===== src/rtl/mips_mem_pkg.sv =====
// rtl/mips_mem_pkg.sv - shared memory-access size codes and store buffer entry layout
package mips_mem_pkg;

    localparam logic [1:0] SIZE_B = 2'b00;
    localparam logic [1:0] SIZE_H = 2'b01;
    localparam logic [1:0] SIZE_W = 2'b10;

    localparam int ENTRY_W = 32 + 32 + 4;

    typedef struct packed {
        logic [31:0] addr;
        logic [31:0] wdata;
        logic [3:0]  be;
    } store_entry_t;

endpackage


===== src/rtl/store_lane_pack.sv =====
// rtl/store_lane_pack.sv - narrows a register value into replicated byte lanes with enables
module store_lane_pack
    import mips_mem_pkg::*;
(
    input  logic [1:0]  addr_lo,
    input  logic [31:0] data,
    input  logic [1:0]  size,
    output logic [31:0] wdata,
    output logic [3:0]  be,
    output logic        misaligned
);

    always_comb begin
        wdata      = data;
        be         = 4'b0000;
        misaligned = 1'b0;
        case (size)
            SIZE_B: begin
                wdata = {4{data[7:0]}};
                be    = 4'b0001 << addr_lo;
            end
            SIZE_H: begin
                wdata      = {2{data[15:0]}};
                be         = addr_lo[1] ? 4'b1100 : 4'b0011;
                misaligned = addr_lo[0];
            end
            SIZE_W: begin
                be         = 4'b1111;
                misaligned = (addr_lo != 2'b00);
            end
            default: misaligned = 1'b1;
        endcase
    end

endmodule


===== src/rtl/store_packer.sv =====
// rtl/store_packer.sv - store buffer between MEM stage and data memory with lane packing
module store_packer
    import mips_mem_pkg::*;
#(
    parameter int DEPTH = 2
) (
    input  logic        clk,
    input  logic        reset,
    input  logic        in_valid,
    output logic        in_ready,
    input  logic [31:0] in_addr,
    input  logic [31:0] in_data,
    input  logic [1:0]  in_size,
    output logic        out_valid,
    input  logic        out_ready,
    output logic [31:0] out_addr,
    output logic [31:0] out_wdata,
    output logic [3:0]  out_be,
    output logic        align_err,
    output logic [31:0] err_addr,
    output logic        empty
);

    localparam int PW = $clog2(DEPTH);
    localparam int CW = PW + 1;

    logic [ENTRY_W-1:0] mem_q [DEPTH];
    logic [ENTRY_W-1:0] mem_d [DEPTH];
    logic [PW-1:0]      wr_ptr_q, wr_ptr_d, rd_ptr_q, rd_ptr_d;
    logic [CW-1:0]      count_q, count_d;
    logic               align_err_q, align_err_d;
    logic [31:0]        err_addr_q, err_addr_d;

    logic [31:0]  pk_wdata;
    logic [3:0]   pk_be;
    logic         pk_mis;
    logic         accept, enq, deq;
    store_entry_t new_entry, head;

    store_lane_pack u_pack (
        .addr_lo    (in_addr[1:0]),
        .data       (in_data),
        .size       (in_size),
        .wdata      (pk_wdata),
        .be         (pk_be),
        .misaligned (pk_mis)
    );

    // in_ready depends only on registered occupancy, never on out_ready
    assign in_ready  = reset & (count_q != CW'(DEPTH));
    assign out_valid = (count_q != '0);
    assign empty     = (count_q == '0);
    assign accept    = in_valid & in_ready;
    assign enq       = accept & ~pk_mis;
    assign deq       = out_valid & out_ready;

    assign new_entry = '{addr: {in_addr[31:2], 2'b00}, wdata: pk_wdata, be: pk_be};
    assign head      = store_entry_t'(mem_q[rd_ptr_q]);

    assign out_addr  = out_valid ? head.addr  : '0;
    assign out_wdata = out_valid ? head.wdata : '0;
    assign out_be    = out_valid ? head.be    : '0;
    assign align_err = align_err_q;
    assign err_addr  = err_addr_q;

    always_comb begin
        mem_d       = mem_q;
        wr_ptr_d    = wr_ptr_q;
        rd_ptr_d    = rd_ptr_q;
        count_d     = count_q + CW'(enq) - CW'(deq);
        align_err_d = accept & pk_mis;
        err_addr_d  = (accept & pk_mis) ? in_addr : err_addr_q;
        if (enq) begin
            mem_d[wr_ptr_q] = new_entry;
            wr_ptr_d        = wr_ptr_q + PW'(1);
        end
        if (deq) begin
            rd_ptr_d = rd_ptr_q + PW'(1);
        end
    end

    always_ff @(posedge clk) begin
        if (!reset) begin
            for (int i = 0; i < DEPTH; i++) begin
                mem_q[i] <= '0;
            end
            wr_ptr_q    <= '0;
            rd_ptr_q    <= '0;
            count_q     <= '0;
            align_err_q <= 1'b0;
            err_addr_q  <= '0;
        end else begin
            mem_q       <= mem_d;
            wr_ptr_q    <= wr_ptr_d;
            rd_ptr_q    <= rd_ptr_d;
            count_q     <= count_d;
            align_err_q <= align_err_d;
            err_addr_q  <= err_addr_d;
        end
    end

endmodule


===== config.mk =====
export PLATFORM = sky130hd
export DESIGN_NAME = store_packer
export DESIGN_NICKNAME = d
export VERILOG_FILES = /design/src/rtl/mips_mem_pkg.sv /design/src/rtl/store_lane_pack.sv /design/src/rtl/store_packer.sv
export SDC_FILE = /design/constraint.sdc
export NUM_CORES = 1
export LEC_CHECK = 0
export CAP_MARGIN = 20
export CORE_UTILIZATION = 35
export DETAILED_ROUTE_END_ITERATION = 10
export PLACE_DENSITY = 0.6
export SLEW_MARGIN = 5
export SYNTH_ARGS = -nofsm -noshare
export SYNTH_HDL_FRONTEND = slang
export SYNTH_SLANG_ARGS = --single-unit

===== constraint.sdc =====
create_clock -name clk -period 2.95 [get_ports clk]
set_clock_uncertainty 0.05 [all_clocks]
set_input_delay 0.59 -clock clk [delete_from_list [all_inputs] [get_ports clk]]
set_output_delay 0.59 -clock clk [all_outputs]
set_load 0.05 [all_outputs]

Word-level counts from Yosys, hierarchy flattened
Index checks and enable logic that the tools add are counted.
{"block": "word_totals", "mem_count": 0, "ram_bits": 0, "mem_bits_ro": 0, "in_bits": 70, "output_inout_bits": 104, "word_cells": 44, "reg_bits": 173, "latchBits": 0}
{"block": "classes", "bitwise_logic": 8, "shifts": 1, "magnitude_cmp": 3, "n_addsub": 4, "reduce_logical": 5, "n_eq_ne": 3, "div_mod_pow": 0, "muxes": 13, "mul": 0}
{"op": "$mux 68", "count": 4}
{"op": "$bwmux 136", "count": 1}
{"op": "$demux 68 s1", "count": 1}
{"op": "$mux 32", "count": 2}
{"op": "$pmux 32 s2", "count": 1}
{"op": "$pmux 4 s3", "count": 1}
{"op": "$mux 4", "count": 2}
{"op": "$and 1x1->1", "count": 5}
{"op": "$ge 2x2->1 const B", "count": 2}
{"op": "$logic_not 2->1", "count": 2}
{"op": "$not 1->2", "count": 2}
{"op": "$reduce_bool 2->1", "count": 2}
{"op": "$shl 1x2->4 const A", "count": 1}
{"op": "$pmux 1 s3", "count": 1}
{"op": "$add 1x1->1 const B", "count": 2}
{"op": "$add 2x1->2", "count": 1}
{"op": "$eq 2x1->1 const B", "count": 1}
{"op": "$eq 2x2->1 const B", "count": 1}
{"op": "$lt 2x1->1 const B", "count": 1}
{"op": "$ne 2x2->1 const B", "count": 1}
{"op": "$sub 2x1->2", "count": 1}
{"op": "$logic_and 1x1->1", "count": 1}
{"op": "$not 1->1", "count": 1}

Depth between registers and ports, before layout
{"block": "depth", "depth_word": 6, "mapped_depth": 10}

Hierarchy
From an unflattened synthesis, not the netlist that was laid out.
{"block": "hier_totals", "hier_cells": 910, "hier_area_um2": 8100.3}
{"module": "store_packer", "area_each_um2": 7526.0, "cells_per_inst": 842, "instances": 1}
{"module": "store_lane_pack", "area_each_um2": 574.3, "cells_per_inst": 68, "instances": 1}

Least setup slack after synthesis
Ideal clock, no wire load.
{"block": "synth_path", "path_type": "reg2out", "start": "register count_q[1]", "end": "output port out_be[0]", "t_required_ps": 2310, "slack_ps": 361, "stages_incl_launch_ff": 5, "arrival_ps": 1949, "cell_sequence": "dfxtp_1 or2_2 inv_1 clkbuf_1 nor2_1"}
{"block": "synth_via", "elab_chain_len": 2}
{"element": "start: declaration", "line_no": "store_packer.sv:30", "rtl": "logic [CW-1:0] count_q, count_d;"}
{"element": "start signal: assignment", "line_no": "store_packer.sv:96", "rtl": "count_q <= count_d;"}
{"element": "$reduce_bool 2->1", "line_no": "store_packer.sv:51", "rtl": "assign out_valid = (count_q != '0);"}
{"element": "named net out_valid", "line_no": "store_packer.sv:14", "rtl": "output logic out_valid,"}
{"element": "$mux 4", "line_no": "store_packer.sv:62", "rtl": "assign out_be = out_valid ? head.be : '0;"}
{"element": "end: declaration", "line_no": "store_packer.sv:18", "rtl": "output logic [3:0] out_be,"}
The timed path passes the listed nets, and every way through them passes these cells.

Worst setup path after layout
{"block": "layout_path", "start": "register rd_ptr_q", "end": "output port out_addr[6]"}
{"block": "layout_via", "elab_chain_len": 5}
{"element": "start: declaration", "line_no": "store_packer.sv:29", "rtl": "logic [PW-1:0] wr_ptr_q, wr_ptr_d, rd_ptr_q, rd_ptr_d;"}
{"element": "start signal: assignment", "line_no": "store_packer.sv:95", "rtl": "rd_ptr_q <= rd_ptr_d;"}
{"element": "$not 1->2 (not written as such)", "line_no": "store_packer.sv:58", "rtl": "assign head = store_entry_t'(mem_q[rd_ptr_q]);"}
{"element": "$mux 68 (not written as such) (3 in a row)", "line_no": "store_packer.sv:58"}
{"element": "$mux 32", "line_no": "store_packer.sv:60", "rtl": "assign out_addr = out_valid ? head.addr : '0;"}
{"element": "end: declaration", "line_no": "store_packer.sv:16", "rtl": "output logic [31:0] out_addr,"}
No other way between the ends. The select of a mux whose other input is x is not followed.

==> impl_metrics.yaml <==
layout:
  fin_cells: 1311
  final_util: 0.475
  regArea_sq_mm: 0.00339
  multi_input_area_sq_mm: 0.00400
  nets: 1090
  drive_above_1_share: 0.106
  nFillCells: 2158
  final_area_sq_mm: 0.0103
  diodes: 0
  area_growth_pct: 33.1
global_route:
  antenna_found_initial: 0
  globalRouteOverflowTotal: 0
  grt_max_degree: 116
  grtUsageTotal: 0.181
  grt_pass1_vias: 6174
  grt_pass1_wl_microns: 31900
yosys:
  synth_cell_type_count: 33
  synth_area_leader_cell: "dfxtp_1"
  syn_area_sq_mm: 0.00776
  yosys.area.top_type_share: 0.436
  seq_area_frac_synth: 0.436
  synth_area_leaders: "dfxtp_1 44%, mux2i_1 27%, nand2_1 11%"
  ys_warn_count: 0
  yosys_register_bits: 169
  netlist_instances: 873
  post_synth.cell_area_avg_sq_um: 8.89
placed_design:
  placed_area_sq_mm: 0.00969
  hpwl_microns: 13800
  portBuffers: 171
  gp_congestion: 0.825
  pre_cts_ws_ps: 280
  dp.cells: 1278
setup_path:
  cpMaxStageDelayCell: "clkdlybuf4s50_1"
  r2r-start: "count_q[1]"
  cp_slowest_stage_delay_ps: 830
  worst-setup-path-type: "flip-flop to output pin"
  path_max_fanout: 19
  cp-end-kind: "output pin"
  cp_cell_sequence: "buf_12 -> mux2i_1 -> nor2_1 -> clkdlybuf4s50_1"
  required_ps: 2310
  arrival_ps: 2250
  crit_start: "rd_ptr_q"
  startpoint_type: "flip-flop"
floorplanning:
  core_area_sq_mm: 0.0218
  start_util: 0.357
  fp.dieW_microns: 151
  ios: 174
  row_count: 54
  dieArea_sq_mm: 0.0228
  die_h_microns: 151
detailed_routing:
  wl_met1_microns: 9710
  final_antenna_net_count: 0
  dr.max_layer_used: "met4"
  via_per_inst: 4.80
  drt_iter0_drc: 199
  wl_per_cell_microns: 15.7
  dr_wl_met3_microns: 1490
  drt-pass1-iter-count: 5
  wl_met2_microns: 9150
  route.detailed.drc: 0
  wl_microns: 20600
  vias: 6293
clock_network:
  cts_tree: "done"
  cts_root_buf: "clkbuf_16"
  cts_buffers: 17
  clockBufferDepth: 2
  cts_max_level: 4
  cts_setup_buffers: 0
  clk_pin_slew_ps: 60
  hold_buffers: 0
  cts_num_sinks: 169
  clock_latency_ps: 430
  cts_resized: 6
power_and_ir_drop:
  pwr_density_cell_mw_per_mm2: 602
  p_leak_uw: 0.00455
  vdd_drop_max_mv: 0.400
timing:
  slew_violations: 0
  min_period_ps: 2890
  worstMarginPinSlew_ps: 607
  rsz0062_at_grt: "no"
  setup_viol: 0
  fmax_mhz: 347
  worst_slack_ps: 64.4
  slew-limit-headroom: 0.595
  finalHoldViolations: 0
  fin_crit_sh: 0.978
  setup-tns-final_ps: 0
run:
  cap_violations: 0
min_path:
  hold_path_class: "flip-flop to flip-flop"
  min-delay-start: "mem_q[94]"
run_status:
  status: "completed"
[cell usage after synthesis, drive strengths merged]
cell / n
nand2b: 1
and2: 5
inv: 3
mux2i: 206
or2: 1
nor2: 70
xnor2: 2
clkbuf: 39
nor3: 3
nand3: 32
mux2: 16
xor2: 1
dfxtp: 169
a21boi: 2
ha: 2
nor2b: 1
a21oi: 3
a21o: 1
nand3b: 1
o211ai: 1
nand2: 234
buf: 33
and3: 1
o21ai: 45
conb: 1
[through the flow]
stage / power (uW) / hold slack, ps
floorplan: 3560 / 384
global placement: 4130 / 392
detailed placement: 4130 / 396
CTS: 6290 / 407
global route: 6490 / 421
finish: 6220 / 405
[path summary, 6_finish.rpt]
check,cells after the start,slack (ps),to
worst min register to register,2,410,mem_q[94]
worst min-delay path,2,410,mem_q[94]
worst max-delay path,4,60,out_addr[6]
worst max register to register,8,1050,count_q[1]
[where the power goes]
group          internal [uW]  switching (uW)
Clock                   1190             970
Sequential              2400            95.4
Combinational            603             955
Total                   4200            2020
[per-layer routing]
metal	track usage	up-vias
li1	-	3194
met1	0.236	2922
met2	0.290	157
met3	0.0572	20
met4	0.0450	0
met5	0	-
[cell families (layout without fill, tap and decap cells)]
logic type,after synthesis,count (layout),share of synthesized area
compound gates,52,52,0.0353
xor+xnor,3,3,0.00339
fa+ha+maj,2,2,0.00322
buf+inv,75,232,0.0497
flops,169,169,0.436
mux,222,222,0.289
other cells,1,2,0.000483
simple gates,349,349,0.183
[worst max-delay path: cells and delay by family, from the launching register on]
family / cells / cell delay [ps]
simple gates: 1 / 120
buf+inv: 2 / 1060
mux: 1 / 110
flops: 1 / 510
[registers in the layout, summed over array words and instances, names as in the netlist]
| name | count |
|---|---|
| align_err | 1 |
| err_addr | 32 |
| count_q | 2 |
| wr_ptr_q | 1 |
| mem_q | 132 |
| rd_ptr_q | 1 |
[cell usage in the layout, fill, tap and decap left out, types with 3 or more instances in the layout]
cell type	n
nor2_1	68
buf_12	8
dfxtp_1	168
dlygate4sd2_1	6
nand2_1	234
o21ai_0	45
nand3_1	32
mux2i_1	206
clkinv_2	5
clkbuf_16	17
buf_4	41
clkdlybuf4s50_1	117
clkinv_4	3
inv_6	3
and2_1	5
dlymetal6s2s_1	23
mux2_2	16
[area by class of cell]
type                       instances  share of cell area
clock buffer                      18              0.0425
clock inverter                    14              0.0119
inverter                           3             0.00109
multi-input combinational        630               0.387
sequential                       169               0.328
tap                              280              0.0339
timing repair buffer             197               0.195
No activity file was read; power rests on OpenSTA's default activity.
